<file path="config.mk">
export PLATFORM = sky130hd
export DESIGN_NAME = spi_cmd_sched
export DESIGN_NICKNAME = d
export VERILOG_FILES = /design/src/rtl/spi_cmd_pkg.sv /design/src/rtl/spi_cmd_sched_shifter.sv /design/src/rtl/spi_cmd_sched.sv
export SDC_FILE = /design/constraint.sdc
export NUM_CORES = 1
export LEC_CHECK = 0
export ABC_CLOCK_PERIOD_IN_PS = 15900
export BUFFER_PORTS_ARGS = -buffer_cell sky130_fd_sc_hd__buf_4
export CAP_MARGIN = 20
export CORE_MARGIN = 3
export CORE_UTILIZATION = 35
export CTS_CLUSTER_SIZE = 10
export DETAILED_ROUTE_END_ITERATION = 12
export PLACE_DENSITY_LB_ADDON = 0.12
export RECOVER_POWER = 25
export SYNTH_ARGS = -nofsm -noshare
export SYNTH_HDL_FRONTEND = slang
export SYNTH_SLANG_ARGS = --single-unit
</file>
<file path="constraint.sdc">
create_clock -name clk50m -period 15.9 [get_ports clk50m]
set_clock_uncertainty 0.05 [all_clocks]
set_input_delay 2.385 -clock clk50m [delete_from_list [all_inputs] [get_ports clk50m]]
set_output_delay 2.385 -clock clk50m [all_outputs]
set_load 0.02 [all_outputs]
</file>
<file path="src/rtl/spi_cmd_pkg.sv">
// rtl/spi_cmd_pkg.sv - shared types and helpers for spi_cmd_sched; honours SPI_CMD_PARITY_EN
package spi_cmd_pkg;

    typedef enum logic [1:0] {
        IDLE  = 2'd0,
        SHIFT = 2'd1,
        GAP   = 2'd2
    } state_e;

    // Bits on the wire per frame: the command word, plus a trailing odd-parity bit when enabled.
    function automatic int frame_w(input int cmd_w);
`ifdef SPI_CMD_PARITY_EN
        return cmd_w + 1;
`else
        return cmd_w;
`endif
    endfunction

    // Round-robin pick: rotate req so ptr is bit 0, take the lowest set bit, rotate back.
    // With no bit set the result is ptr; callers only use it when |req.
    function automatic logic [2:0] rr_pick(input logic [7:0] req, input logic [2:0] ptr, input int n);
        logic [7:0] rot;
        logic [2:0] off;
        logic       found;
        rot   = '0;
        off   = '0;
        found = 1'b0;
        for (int k = 0; k < 8; k++) begin
            if (k < n) rot[k] = req[3'((int'(ptr) + k) % n)];
        end
        for (int k = 0; k < 8; k++) begin
            if (!found && rot[k]) begin
                off   = 3'(k);
                found = 1'b1;
            end
        end
        return 3'((int'(ptr) + int'(off)) % n);
    endfunction

endpackage

</file>
<file path="src/rtl/spi_cmd_sched_shifter.sv">
// rtl/spi_cmd_sched_shifter.sv - MSB-first mode-0 frame shifter; appends parity under SPI_CMD_PARITY_EN
module spi_cmd_sched_shifter
    import spi_cmd_pkg::*;
#(
    parameter int CMD_W   = 16,
    parameter int CLK_DIV = 2
) (
    input  logic             clk_i,
    input  logic             rst_ni,
    input  logic             load_i,
    input  logic [CMD_W-1:0] word_i,
    output logic             send_cmd_o,
    output logic             dclk_o,
    output logic             mosi_o,
    output logic             frame_done_o
);

    localparam int FRAME_W = frame_w(CMD_W);
    localparam int BW      = $clog2(FRAME_W + 1);
    localparam int DW      = $clog2(CLK_DIV + 1);

    logic [FRAME_W-1:0] frame_d;
    logic [FRAME_W-1:0] sreg_q;
    logic [BW-1:0]      bit_q;
    logic [DW-1:0]      div_q;
    logic               active_q;
    logic               dclk_q;
    logic               mosi_q;
    logic               phase_end;

`ifdef SPI_CMD_PARITY_EN
    assign frame_d = {word_i, ~^word_i};
`else
    assign frame_d = word_i;
`endif

    assign phase_end    = (div_q == DW'(CLK_DIV - 1));
    // Asserted during the cycle whose closing edge ends the last high phase.
    assign frame_done_o = active_q && dclk_q && phase_end && (bit_q == '0);

    // Load on grant, then toggle dclk every CLK_DIV cycles; the next bit goes out as dclk falls.
    always_ff @(posedge clk_i or negedge rst_ni) begin
        if (!rst_ni) begin
            sreg_q   <= '0;
            bit_q    <= '0;
            div_q    <= '0;
            active_q <= 1'b0;
            dclk_q   <= 1'b0;
            mosi_q   <= 1'b0;
        end else if (load_i) begin
            sreg_q   <= {frame_d[FRAME_W-2:0], 1'b0};
            mosi_q   <= frame_d[FRAME_W-1];
            bit_q    <= BW'(FRAME_W - 1);
            div_q    <= '0;
            dclk_q   <= 1'b0;
            active_q <= 1'b1;
        end else if (active_q) begin
            if (phase_end) begin
                div_q <= '0;
                if (!dclk_q) begin
                    dclk_q <= 1'b1;
                end else begin
                    dclk_q <= 1'b0;
                    if (bit_q == '0) begin
                        active_q <= 1'b0;
                        mosi_q   <= 1'b0;
                    end else begin
                        mosi_q <= sreg_q[FRAME_W-1];
                        sreg_q <= {sreg_q[FRAME_W-2:0], 1'b0};
                        bit_q  <= bit_q - 1'b1;
                    end
                end
            end else begin
                div_q <= div_q + 1'b1;
            end
        end
    end

    assign send_cmd_o = active_q;
    assign dclk_o     = dclk_q;
    assign mosi_o     = mosi_q;

endmodule

</file>
<file path="src/rtl/spi_cmd_sched.sv">
// rtl/spi_cmd_sched.sv - round-robin scheduler sharing one serial command link; SPI_CMD_PARITY_EN adds parity
module spi_cmd_sched
    import spi_cmd_pkg::*;
#(
    parameter int N_REQ   = 3,
    parameter int CMD_W   = 16,
    parameter int CLK_DIV = 2,
    parameter int GAP_CYC = 4
) (
    input  logic                   clk50m,
    input  logic                   rst_n,
    input  logic [N_REQ-1:0]       req,
    input  logic [N_REQ*CMD_W-1:0] cmd_data,
    output logic [N_REQ-1:0]       done,
    output logic                   busy,
    output logic                   sendCmd,
    output logic                   dclk,
    output logic                   mosi
);

    localparam int GW = $clog2(GAP_CYC + 1);

    state_e           state_q;
    logic [2:0]       rr_ptr_q;
    logic [2:0]       winner_q;
    logic [GW-1:0]    gap_q;
    logic [N_REQ-1:0] done_q;
    logic             busy_q;
    logic [2:0]       pick;
    logic             grant;
    logic [CMD_W-1:0] word_d;
    logic             frame_done;

    assign pick  = rr_pick(8'(req), rr_ptr_q, N_REQ);
    assign grant = (state_q == IDLE) && (|req);

    // Select the winner's command word; it is captured by the shifter only on the grant edge.
    always_comb begin
        word_d = '0;
        for (int i = 0; i < N_REQ; i++) begin
            if (pick == 3'(i)) word_d = cmd_data[i*CMD_W +: CMD_W];
        end
    end

    spi_cmd_sched_shifter #(
        .CMD_W   (CMD_W),
        .CLK_DIV (CLK_DIV)
    ) u_shifter (
        .clk_i        (clk50m),
        .rst_ni       (rst_n),
        .load_i       (grant),
        .word_i       (word_d),
        .send_cmd_o   (sendCmd),
        .dclk_o       (dclk),
        .mosi_o       (mosi),
        .frame_done_o (frame_done)
    );

    // Arbiter FSM: grant, wait for the frame to end, pulse done, hold busy through the gap.
    always_ff @(posedge clk50m or negedge rst_n) begin
        if (!rst_n) begin
            state_q  <= IDLE;
            rr_ptr_q <= '0;
            winner_q <= '0;
            gap_q    <= '0;
            done_q   <= '0;
            busy_q   <= 1'b0;
        end else begin
            done_q <= '0;
            case (state_q)
                IDLE: begin
                    if (grant) begin
                        winner_q <= pick;
                        rr_ptr_q <= (pick == 3'(N_REQ - 1)) ? 3'd0 : pick + 3'd1;
                        busy_q   <= 1'b1;
                        state_q  <= SHIFT;
                    end
                end
                SHIFT: begin
                    if (frame_done) begin
                        for (int i = 0; i < N_REQ; i++) done_q[i] <= (winner_q == 3'(i));
                        gap_q   <= GW'(GAP_CYC - 1);
                        state_q <= GAP;
                    end
                end
                GAP: begin
                    if (gap_q == '0) begin
                        busy_q  <= 1'b0;
                        state_q <= IDLE;
                    end else begin
                        gap_q <= gap_q - 1'b1;
                    end
                end
                default: state_q <= IDLE;
            endcase
        end
    end

    assign done = done_q;
    assign busy = busy_q;

endmodule

</file>
==> results.md, run 1 <==
* Synth Warn # at 0
* DR pass1 iterations at 4
* Post-synthesis sequential area ratio at 29.2%
* Routability cong. at 0.815
* HPWL after DPL at between 6 and 7 mm
* DR vias at 3,123
* Commonest non-fill, non-tap cell in the layout: buf_4
* Worst hold slack at approximately 0.43 ns
* XOR/XNOR Fraction of Synth Area at under 10%
* Status: complete, but fails checks
* Area share of fa/ha/maj cells after synthesis at 10.4%
* First-pass GRT wire length at 15.1 mm
* Async SR Flop Fraction at 100%
* Largest cells by area after synthesis: dfrtp_1 29%, ha_1 9.9%, o21ai_0 7.2%
* Row count at 35
* Startpoint class of the critical path: flop
* CTS Hold Bufs at 0
* Worst hold path endpoint: gap_q[0]$_DFFE_PN0P_
* H-tree levels at 2
* Post-synthesis simple-gate area fraction at 16.8%
* Multiplexer area fraction after synthesis at 4.49%
* ANT cells at 0
* Worst Setup Path Type: reg2reg
* Top cell by count, worst path: ha_1
* Post-synthesis net count at 486
* Overflow after GRT at 0
* Vias per std cell at 5.36
* Final routed DRC violation total at 0
* Main combinational cell family by area after synthesis: compound AO/OA/AOI/OAI gates
* Worst path required time at 16.06 ns
* Hold Crit Start: gap_q[0]$_DFFE_PN0P_
* Slowest stage delay, CP at 0.75 ns
* Top-area cell type share of the netlist area at 29.2%
* Max Fclk at roughly 130 MHz
* Worst slew pin tran at 2.15 ns
* CP Data Arrival Time at around 7.7 ns
* Skew-Pair Late Insertion Delay at between 0.2 and 0.3 ns
* Final WS setup at 8.38 ns
* Layout cells sized above 1 at 18.1%
* Ports at 60
* CP endpoint kind: flop
* Final Hold Fails at 0
* Initial antenna violation count at 0
* Synth Register Bits at 40
* Mean area per synthesized cell at 8.46 sq um
* Die Wd at 105 um
* Setup slack, reg-to-reg at 8.38 ns
* Clk slew on worst S/H paths at 0.08 ns
* Final setup fails at 0
* Mapped Area at 3420 sq um
* Slew margin rel. at -43.3%
* Failing checks: max-capacitance violations, max-slew violations
* CTS tree: built
* Pin count of the biggest net entering global routing at 41
* Pre-CTS WS at 8.41 ns
* CTS sink cnt at 40
* Worst reg2reg startpoint: rr_ptr_q[1]$_DFFE_PN0P_
* IO buf count at 59
* Area Overhead vs Synth at 18.0%
* Netlist cell types at 61
* Final Max Slew Viols at 41
* Period minus WS final at 7.52 ns
* Mapped Cells at 405
* DR iter-0 viols at approximately 190
* Core area at 9370 sq um
* Final Cycle Share at 47.3%
* WHS Path Cells at 1
* Final antenna-violating net count at 0
* Aggregate global-route resource usage at 16.7%
* Crit Path Max Fanout at 20
* Yosys top cell by area: dfrtp_1
* Mean routed wirelength per cell at 15.7 um
* Post-CTS Repair Setup Buffers at 0
* Critical-path top delay cell: nor3_2
* RR Endpoint: rr_ptr_q[1]$_DFFE_PN0P_
* Max cap viols at 1
* Worst Reg-to-Reg Cells at 27
* Die extent in y at 105 um
* HP Class: reg2reg
* Post-cts resize count at 0
* CTS max path bufs at 2
* Number of synthesized flops with an enable pin at 0
* Commonest cells after routing, fill and taps aside: 59 x buf_4, 49 x o21ai_0, 40 x dfrtp_1, 34 x nor2_1, 29 x inv_1
* Final WL at 9.16 mm
* Total CTS buffers at 5
* Sum of negative setup slack at 0 ns
* Die area at roughly 11,000 sq um
* Unrepaired setup endpoints after global routing: false
* Final layout net count at 534
* Initial Util at 36.5%
* Ys flop type: dfrtp_1
* Clock Tree Root: clkbuf_8
* Compound-cell area share of the yosys netlist at 28.8%
* Vias in the first global route at around 3,100
[flip-flops by register name (all words and copies together), names as in the netlist]
name and cells:
u_shifter.sreg_q 15, rr_ptr_q 3, winner_q 3, u_shifter.send_cmd_o 1, u_shifter.dclk_o 1, gap_q 3, u_shifter.div_q 2, state_q 2
u_shifter.bit_q 5, busy 1, u_shifter.mosi_o 1, done 3
[layout make-up]
type                            count  area [sq um]
Clock buffer                        6          82.6
Sequential cell                    40          1000
Tap cell                          129           161
Multi-Input combinational cell    316          2220
Fill cell                         979          5330
Inverter                           30           113
Timing Repair Buffer               60           447
Clock inverter                      2          15.0
[how the worst max path moves through the flow]
stage                                       start  depth (start not counted)  slack, ns                 endpoint
after floorplan                            req[1]                         23       9.37  rr_ptr_q[2]$_DFFE_PN0P_
after global placement                     req[1]                         21       8.66  rr_ptr_q[1]$_DFFE_PN0P_
after detailed placement  rr_ptr_q[1]$_DFFE_PN0P_                         27       8.41  rr_ptr_q[1]$_DFFE_PN0P_
after CTS                 rr_ptr_q[1]$_DFFE_PN0P_                         27       8.36  rr_ptr_q[1]$_DFFE_PN0P_
after global routing      rr_ptr_q[1]$_DFFE_PN0P_                         27       7.70  rr_ptr_q[1]$_DFFE_PN0P_
final                     rr_ptr_q[1]$_DFFE_PN0P_                         27       8.38  rr_ptr_q[1]$_DFFE_PN0P_
[critical path: cells and delay by family (launching register included)]
family                     cells  cell delay, ns
and+or+nand+nor                7            2.36
DFF                            1            0.59
buffers and inverters          3            0.56
adders and majority gates      6            1.68
AOI/OAI and AO/OA             10            2.05
xor gates and xnor gates       1            0.14
[through the flow]
step	area [sq um]	cells	util, %
final	4040	583	43.1
after global routing	4040	583	43.1
after CTS	4040	583	43.2
after detailed placement	3950	575	42.1
after global placement	3950	575	42.1
after floorplan	3420	405	-
[cell families after synthesis]
kind of cell             Yosys count
multiplexers                      14
adder cells (fa/ha/maj)           28
AND/OR/NAND/NOR                  114
AO/OA/AOI/OAI                    144
buffers and inverters             49
XOR/XNOR                          16
flip-flops                        40
[per-layer routing]
metal  track usage (%)  routed length, um  vias up
met1              23.7               4430     1429
li1                  -                  -     1576
met4              4.78                217        0
met3              3.09                491       16
met5                 0                  0        -
met2              25.8               4030      102
[cell usage after synthesis, types with 2 or more instances]
cell	count
o31ai_1	3
o32ai_1	8
a31oi_1	4
or3_1	4
buf_2	4
and3_1	5
o21a_1	9
o22ai_1	21
nand2b_1	9
or4b_1	2
nor4b_1	2
o2111ai_1	2
a211oi_1	14
o22a_1	2
nor4_1	2
nor2_1	34
xnor2_1	11
clkbuf_1	11
ha_1	27
nand3_1	8
o211ai_1	2
dfrtp_1	40
nand2_1	26
a21oi_1	8
a21o_1	4
inv_1	29
o21ai_0	49
nor3_1	5
buf_6	2
o21ai_1	4
a211oi_2	2
xor2_1	5
mux2i_1	12
nor2b_1	7
a22oi_1	2
Power of run 1 is not shown: default switching activity piles up to over one toggle a cycle in this logic, so the estimate is an artifact.
==> run 2, diff against run 1 <==
Settings changed: ABC_AREA set to 1, ABC_CLOCK_PERIOD_IN_PS 15900 to 7700.
Clock period 15.9 ns to 7.7 ns, I/O delays scaled along.
==> run 2 against run 1 <==
Net effect:
- the flow still finishes with violations (max-capacitance violations, max-slew violations)
- core utilization down 0.17 points
- fmax rose by 10%
- clock-buffer cell count is 1 higher
- worst hold slack lost 0.0071 ns
- setup slack worse by 7.5 ns
- register-to-register slack worse by 7.5 ns
- sequential cell count unchanged
- synthesized cell count up 26%
- die area rose by 3.2%
- first-iteration DRC count decreased by 27%
- global-route usage fell by 0.41 points
- critical path type unchanged
==> results.md, run 2 <==
* Commonest cells after routing, fill and taps aside: 143 x nand2_1, 75 x inv_1, 60 x buf_4, 55 x nand3_1, 40 x dfrtp_1
* CTS sink cnt at 40
* Mapped Cells at 510
* Die Wd at 107 um
* First-pass GRT wire length at 15.2 mm
* Vias in the first global route at 3,227
* Commonest non-fill, non-tap cell in the layout: nand2_1
* Slowest stage delay, CP at 0.66 ns
* Startpoint class of the critical path: flop
* Mean routed wirelength per cell at 12.7 um
* Max IR drop VDD at around 64 uV
* Async SR Flop Fraction at 100%
* Clock Tree Root: clkbuf_8
* Initial Util at 36.1%
* Routability cong. at 0.789
* Crit path buf inv count at 8
* Sum of negative setup slack at 0 ns
* Mapped Area at 3540 sq um
* Max Fclk at about 150 MHz
* Post-synthesis sequential area ratio at 28.3%
* DR pass1 iterations at 4
* Core area at 9820 sq um
* Worst Reg-to-Reg Cells at between 40 and 50
* Critical-path top delay cell: dfrtp_1
* Post-cts resize count at 0
* Status: complete, but fails checks
* Final antenna-violating net count at 0
* Largest delay contributor family on the critical path: simple AND/OR/NAND/NOR gates
* Worst path required time at approximately 8 ns
* Period minus WS final at about 6.8 ns
* Fin util at 42.9%
* CP endpoint kind: flop
* HPWL after DPL at 6.84 mm
* Final Cycle Share at between 80 and 90%
* Max reg flops at 15
* Regs by FF count: u_shifter.sreg_q x15, u_shifter.bit_q x5
* Final layout net count at 643
* CTS tree: built
* Clk slew on worst S/H paths at approximately 0.08 ns
* Final Max Slew Viols at 41
* Vias per std cell at 4.75
* Total CTS buffers at 5
* Final routed DRC violation total at 0
* Unrepaired setup endpoints after global routing: false
* DR iter-0 viols at approximately 140
* Crit Path Max Fanout at 21
* Worst hold path endpoint: gap_q[0]$_DFFE_PN0P_
* Top-area cell type share of the netlist area at approximately 28%
* Top cell by count, worst path: nand2_1
* Area Overhead vs Synth at 19.1%
* DR vias at 3,306
* Synth Register Bits at 40
* Post-layout power at about 0.56 mW
* Final Hold Fails at 0
* Biggest register: u_shifter.sreg_q
* Netlist cell types at 40
* Final setup fails at 0
* Ys flop type: dfrtp_1
* CTS Hold Bufs at 0
* Post-DP Area at 4090 sq um
* WHS Path Cells at 1
* H-tree levels at 2
* Max cap viols at 1
* WP depth at 44
* Row count at 36
* CTS max path bufs at 2
* Number of synthesized flops with an enable pin at 0
* Synth Warn # at 0
* Worst Setup Path Type: reg2reg
* Worst slew pin tran at 2.20 ns
* Pre-CTS WS at 0.893 ns
* Overflow after GRT at 0
* Aggregate global-route resource usage at 16.2%
* Die extent in y at 107 um
* Setup slack, reg-to-reg at 0.88 ns
* Post-synthesis net count at 591
* IO buf count at 59
* Skew-Pair Late Insertion Delay at just under 0.3 ns
* Layout cells sized above 1 at 19.0%
* Final instance area at around 4200 sq um
* RR Endpoint: u_shifter.sreg_q[12]$_DFFE_PN0P_
* Largest cells by area after synthesis: dfrtp_1 28%, nand2_1 15%, ha_1 9.5%
* CP Data Arrival Time at 7.01 ns
* Count leader, synth: nand2_1
* Power density cells at roughly 130 nW/um^2
* Post-CTS Repair Setup Buffers at 0
* Hold Crit Start: gap_q[0]$_DFFE_PN0P_
* LEAKAGE at 2.36 nW
* Die area at 11,400 sq um
* Final WL at roughly 8.9 mm
* HP Class: reg2reg
* Slew margin rel. at -46.9%
* Ports at 60
* Initial antenna violation count at 0
* Mean area per synthesized cell at 6.94 sq um
* ANT cells at 0
* Yosys top cell by area: dfrtp_1
* Synth cell count leaders: 143 x nand2_1, 75 x inv_1, 55 x nand3_1
* Final WS setup at between 0.8 and 0.9 ns
* Pin count of the biggest net entering global routing at 41
* Worst reg2reg startpoint: rr_ptr_q[0]$_DFFE_PN0P_
* Failing checks: max-capacitance violations, max-slew violations
-- run 2: layer usage --
metal / GRT usage, % / share of wire (%) / up-vias
li1: - / - / 1743
met1: 21.6 / 49 / 1487
met2: 27.6 / 46 / 70
met3: 3.19 / 4.5 / 6
met4: 3.20 / 0.97 / 0
met5: 0 / 0 / -
-- run 2: worst max path at each step --
stage	endpoint	start	slack [ns]
2_1_floorplan	u_shifter.mosi_o$_DFFE_PN0P_	rr_ptr_q[0]$_DFFE_PN0P_	1.90
3_3_place_gp	u_shifter.sreg_q[12]$_DFFE_PN0P_	rr_ptr_q[0]$_DFFE_PN0P_	1.05
3_5_place_dp	u_shifter.sreg_q[12]$_DFFE_PN0P_	rr_ptr_q[0]$_DFFE_PN0P_	0.89
4_1_cts	u_shifter.sreg_q[12]$_DFFE_PN0P_	rr_ptr_q[0]$_DFFE_PN0P_	0.87
5_1_grt	u_shifter.sreg_q[12]$_DFFE_PN0P_	rr_ptr_q[0]$_DFFE_PN0P_	0.05
6_report	u_shifter.sreg_q[12]$_DFFE_PN0P_	rr_ptr_q[0]$_DFFE_PN0P_	0.88
-- run 2: cells by family after synthesis --
kind of cell	share of synthesized area, %
simple gates	37.8
buf+inv	11.0
compound gates	11.4
flops	28.3
fa+ha+maj	10.1
xor+xnor	1.48
-- run 2: final cells by class --
type	count	area [sq um]
clock inverters	1	30.0
flip-flops and latches	40	1000
multi-input cells	374	2170
fillers	1058	5600
well taps	133	166
clock buffers	7	96.3
repair buffers	61	454
inverters	80	303
-- run 2: per-stage QoR --
| step | instances | hold slack [ns] |
|---|---|---|
| 2_1_floorplan | 510 | 0.382 |
| 3_3_place_gp | 688 | 0.412 |
| 3_5_place_dp | 688 | 0.412 |
| 4_1_cts | 696 | 0.426 |
| 5_1_grt | 696 | 0.462 |
| 6_report | 696 | 0.423 |
-- run 2: power by group --
group	leakage, nW	internal, mW	switching, mW
Sequential	0.508	0.210	0
Combinational	1.78	0.0578	0.0989
Clock	0.0645	0.114	0.0745
-- run 2: worst reg2reg max path: cells and delay by family (launching register included) --
| family | cells | cell delay [ns] |
|---|---|---|
| AOI/OAI and AO/OA | 1 | 0.21 |
| xor gates and xnor gates | 1 | 0.19 |
| adders and majority gates | 8 | 2.04 |
| buffers and inverters | 8 | 1.12 |
| DFF | 1 | 0.66 |
| and+or+nand+nor | 26 | 2.53 |
Note: power is estimated with default switching activity, not from simulation.
==> run 3, diff against run 2 <==
Settings changed: ABC_CLOCK_PERIOD_IN_PS 7700 to 8700, CTS_CLUSTER_DIAMETER set to 30.
Clock period 7.7 ns to 8.7 ns, I/O delays scaled along.
==> run 3 against run 2 <==
Net effect:
- the run still ends with max-capacitance violations, max-slew violations left
- routed wire length down 2.9%
- cell area down 1.1%
- critical path depth increased by 1
- sequential share of layout area up 0.26 points
- combinational power is 12% lower
- core utilization fell by 0.46 points
- first-iteration DRC count fell by 29%
- sequential power down 11%
- total power fell by 20%
- largest cell class unchanged
- highest routed layer unchanged
==> results.md, run 3 (synthesis results as in run 2) <==
* Clk slew on worst S/H paths at 0.08 ns
* Fill cells at 1,073
* Power density cells at around 110 nW/um^2
* CTS max path bufs at 2
* Die extent in y at 107 um
* P_int at 0.291 mW
* Worst Reg-to-Reg Cells at 45
* IO buf count at 59
* CP Data Arrival Time at 6.77 ns
* ANT cells at 0
* Worst reg2reg startpoint: rr_ptr_q[0]$_DFFE_PN0P_
* Routability cong. at 0.825
* Failing checks: max-capacitance violations, max-slew violations
* Crit Path Max Fanout at 12
* Commonest non-fill, non-tap cell in the layout: nand2_1
* Worst path required time at slightly below 9 ns
* Total CTS buffers at 5
* DR vias at 3,322
* Worst hold slack at 0.421 ns
* Sequential share of power at 41.9%
* Max cap viols at 1
* Skew-Pair Late Insertion Delay at about 0.29 ns
* Slew margin rel. at -45.5%
* Clock Power Share at 26.9%
* Final WL at around 8.6 mm
* Worst hold path endpoint: gap_q[0]$_DFFE_PN0P_
* Final setup fails at 0
* Sw Share at 34.3%
* Aggregate global-route resource usage at around 16%
* DR pass1 iterations at 4
* Max Fclk at around 150 MHz
* Top cell by count, worst path: nand2_1
* Hold Crit Start: gap_q[0]$_DFFE_PN0P_
* First-pass GRT wire length at about 15 mm
* Status: complete, but fails checks
* Biggest register: u_shifter.sreg_q
* Layout Cells excl Fill at 695
* Sum of negative setup slack at 0 ns
* Initial Util at 36.1%
* Row count at 36
* RR Endpoint: u_shifter.sreg_q[3]$_DFFE_PN0P_
* Dpl cells at roughly 690
* Die area at 11,400 sq um
* LEAKAGE at 2.33 nW
* Clock Tree Root: clkbuf_8
* Mean routed wirelength per cell at 12.4 um
* H-tree levels at 2
* Core area at a little under 10,000 sq um
* DR iter-0 viols at 98
* Final Cycle Share at 75.7%
* Final instance area at 4170 sq um
* CTS Hold Bufs at 0
* HPWL after DPL at 6.65 mm
* Area Overhead vs Synth at 17.8%
* Post-DP Area at 4090 sq um
* Max IR drop VDD at slightly below 50 uV
* Period minus WS final at 6.59 ns
* Final antenna-violating net count at 0
* CTS tree: built
* Die Wd at 107 um
* Max reg flops at 15
* Post-cts resize count at 0
* Pin count of the biggest net entering global routing at 41
* Initial antenna violation count at 0
* Sw power at between 0.15 and 0.2 mW
* Final Max Slew Viols at 41
* Gate power share at 31.2%
* Final Hold Fails at 0
* CTS sink cnt at 40
* Layout cells sized above 1 at 18.9%
* CP endpoint kind: flop
* Commonest cells after routing, fill and taps aside: 143 x nand2_1, 75 x inv_1, 60 x buf_4, 55 x nand3_1, 40 x dfrtp_1
* Unrepaired setup endpoints after global routing: false
* Post-CTS Repair Setup Buffers at 0
* HP Class: reg2reg
* Regs by FF count: u_shifter.sreg_q x15, u_shifter.bit_q x5
* Worst Setup Path Type: reg2reg
* Startpoint class of the critical path: flop
* Ports at 60
* Setup slack, reg-to-reg at between 2 and 2.5 ns
* Final routed DRC violation total at 0
* Worst slew pin tran at 2.18 ns
* Slowest stage delay, CP at 0.65 ns
* Overflow after GRT at 0
* Vias in the first global route at between 3,000 and 4,000
* Final layout net count at 643
* Vias per std cell at 4.78
* Critical-path top delay cell: dfrtp_1
* WHS Path Cells at 1
==> run 3: changes by cell type in the layout (fill, tap and decap cells not counted), sizes merged <==
cell and delta:
bufinv -1, clkbuf -2, clkinv +1, clkinvlp +1
==> run 3: stage by stage <==
stage	total power, mW	setup WS [ns]	utilization [%]
finish	0.443	2.11	42.5
global route	0.474	1.40	42.5
CTS	0.450	2.08	42.5
detailed placement	0.330	2.11	41.7
global placement	0.329	2.29	41.7
floorplan	0.290	2.90	-
==> run 3: critical path: cells and delay by family (launching register included) <==
family	cells	cell delay [ns]
simple gates	28	2.70
fa+ha+maj	8	2.03
buf+inv	7	0.72
flops	1	0.65
compound gates	1	0.20
xor+xnor	1	0.19
==> run 3: worst max path at each step <==
stage,to,cells past startpoint,from
5_1_grt,u_shifter.sreg_q[3]$_DFFE_PN0P_,45,rr_ptr_q[0]$_DFFE_PN0P_
4_1_cts,u_shifter.sreg_q[3]$_DFFE_PN0P_,45,rr_ptr_q[0]$_DFFE_PN0P_
3_5_place_dp,u_shifter.sreg_q[3]$_DFFE_PN0P_,45,rr_ptr_q[0]$_DFFE_PN0P_
2_1_floorplan,u_shifter.mosi_o$_DFFE_PN0P_,44,rr_ptr_q[0]$_DFFE_PN0P_
3_3_place_gp,u_shifter.sreg_q[3]$_DFFE_PN0P_,45,rr_ptr_q[0]$_DFFE_PN0P_
6_report,u_shifter.sreg_q[3]$_DFFE_PN0P_,45,rr_ptr_q[0]$_DFFE_PN0P_
==> run 3: area by class of cell <==
class / instances / area, sq um / share of cell area, %
clock buffers: 5 / 68.8 / 1.65
flip-flops and latches: 40 / 1000 / 24.0
multi-input cells: 374 / 2170 / 51.9
repair buffers: 61 / 454 / 10.9
inverters: 80 / 303 / 7.26
well taps: 133 / 166 / 3.99
clock inverters: 2 / 12.5 / 0.300
==> run 3: routing by layer <==
metal	vias up	routed length (um)	GRT usage [%]
li1	1743	-	-
met1	1494	4220	22.1
met2	74	3860	25.8
met3	11	444	3.19
met4	0	85	4.02
met5	-	0	0
==> run 3: power groups by stage <==
stage	logic, mW	clock network [mW]	registers [mW]
3_5_place_dp	0.141	0	0.189
6_report	0.138	0.119	0.186
5_1_grt	0.157	0.132	0.186
3_3_place_gp	0.140	0	0.189
2_1_floorplan	0.100	0	0.189
4_1_cts	0.141	0.123	0.186
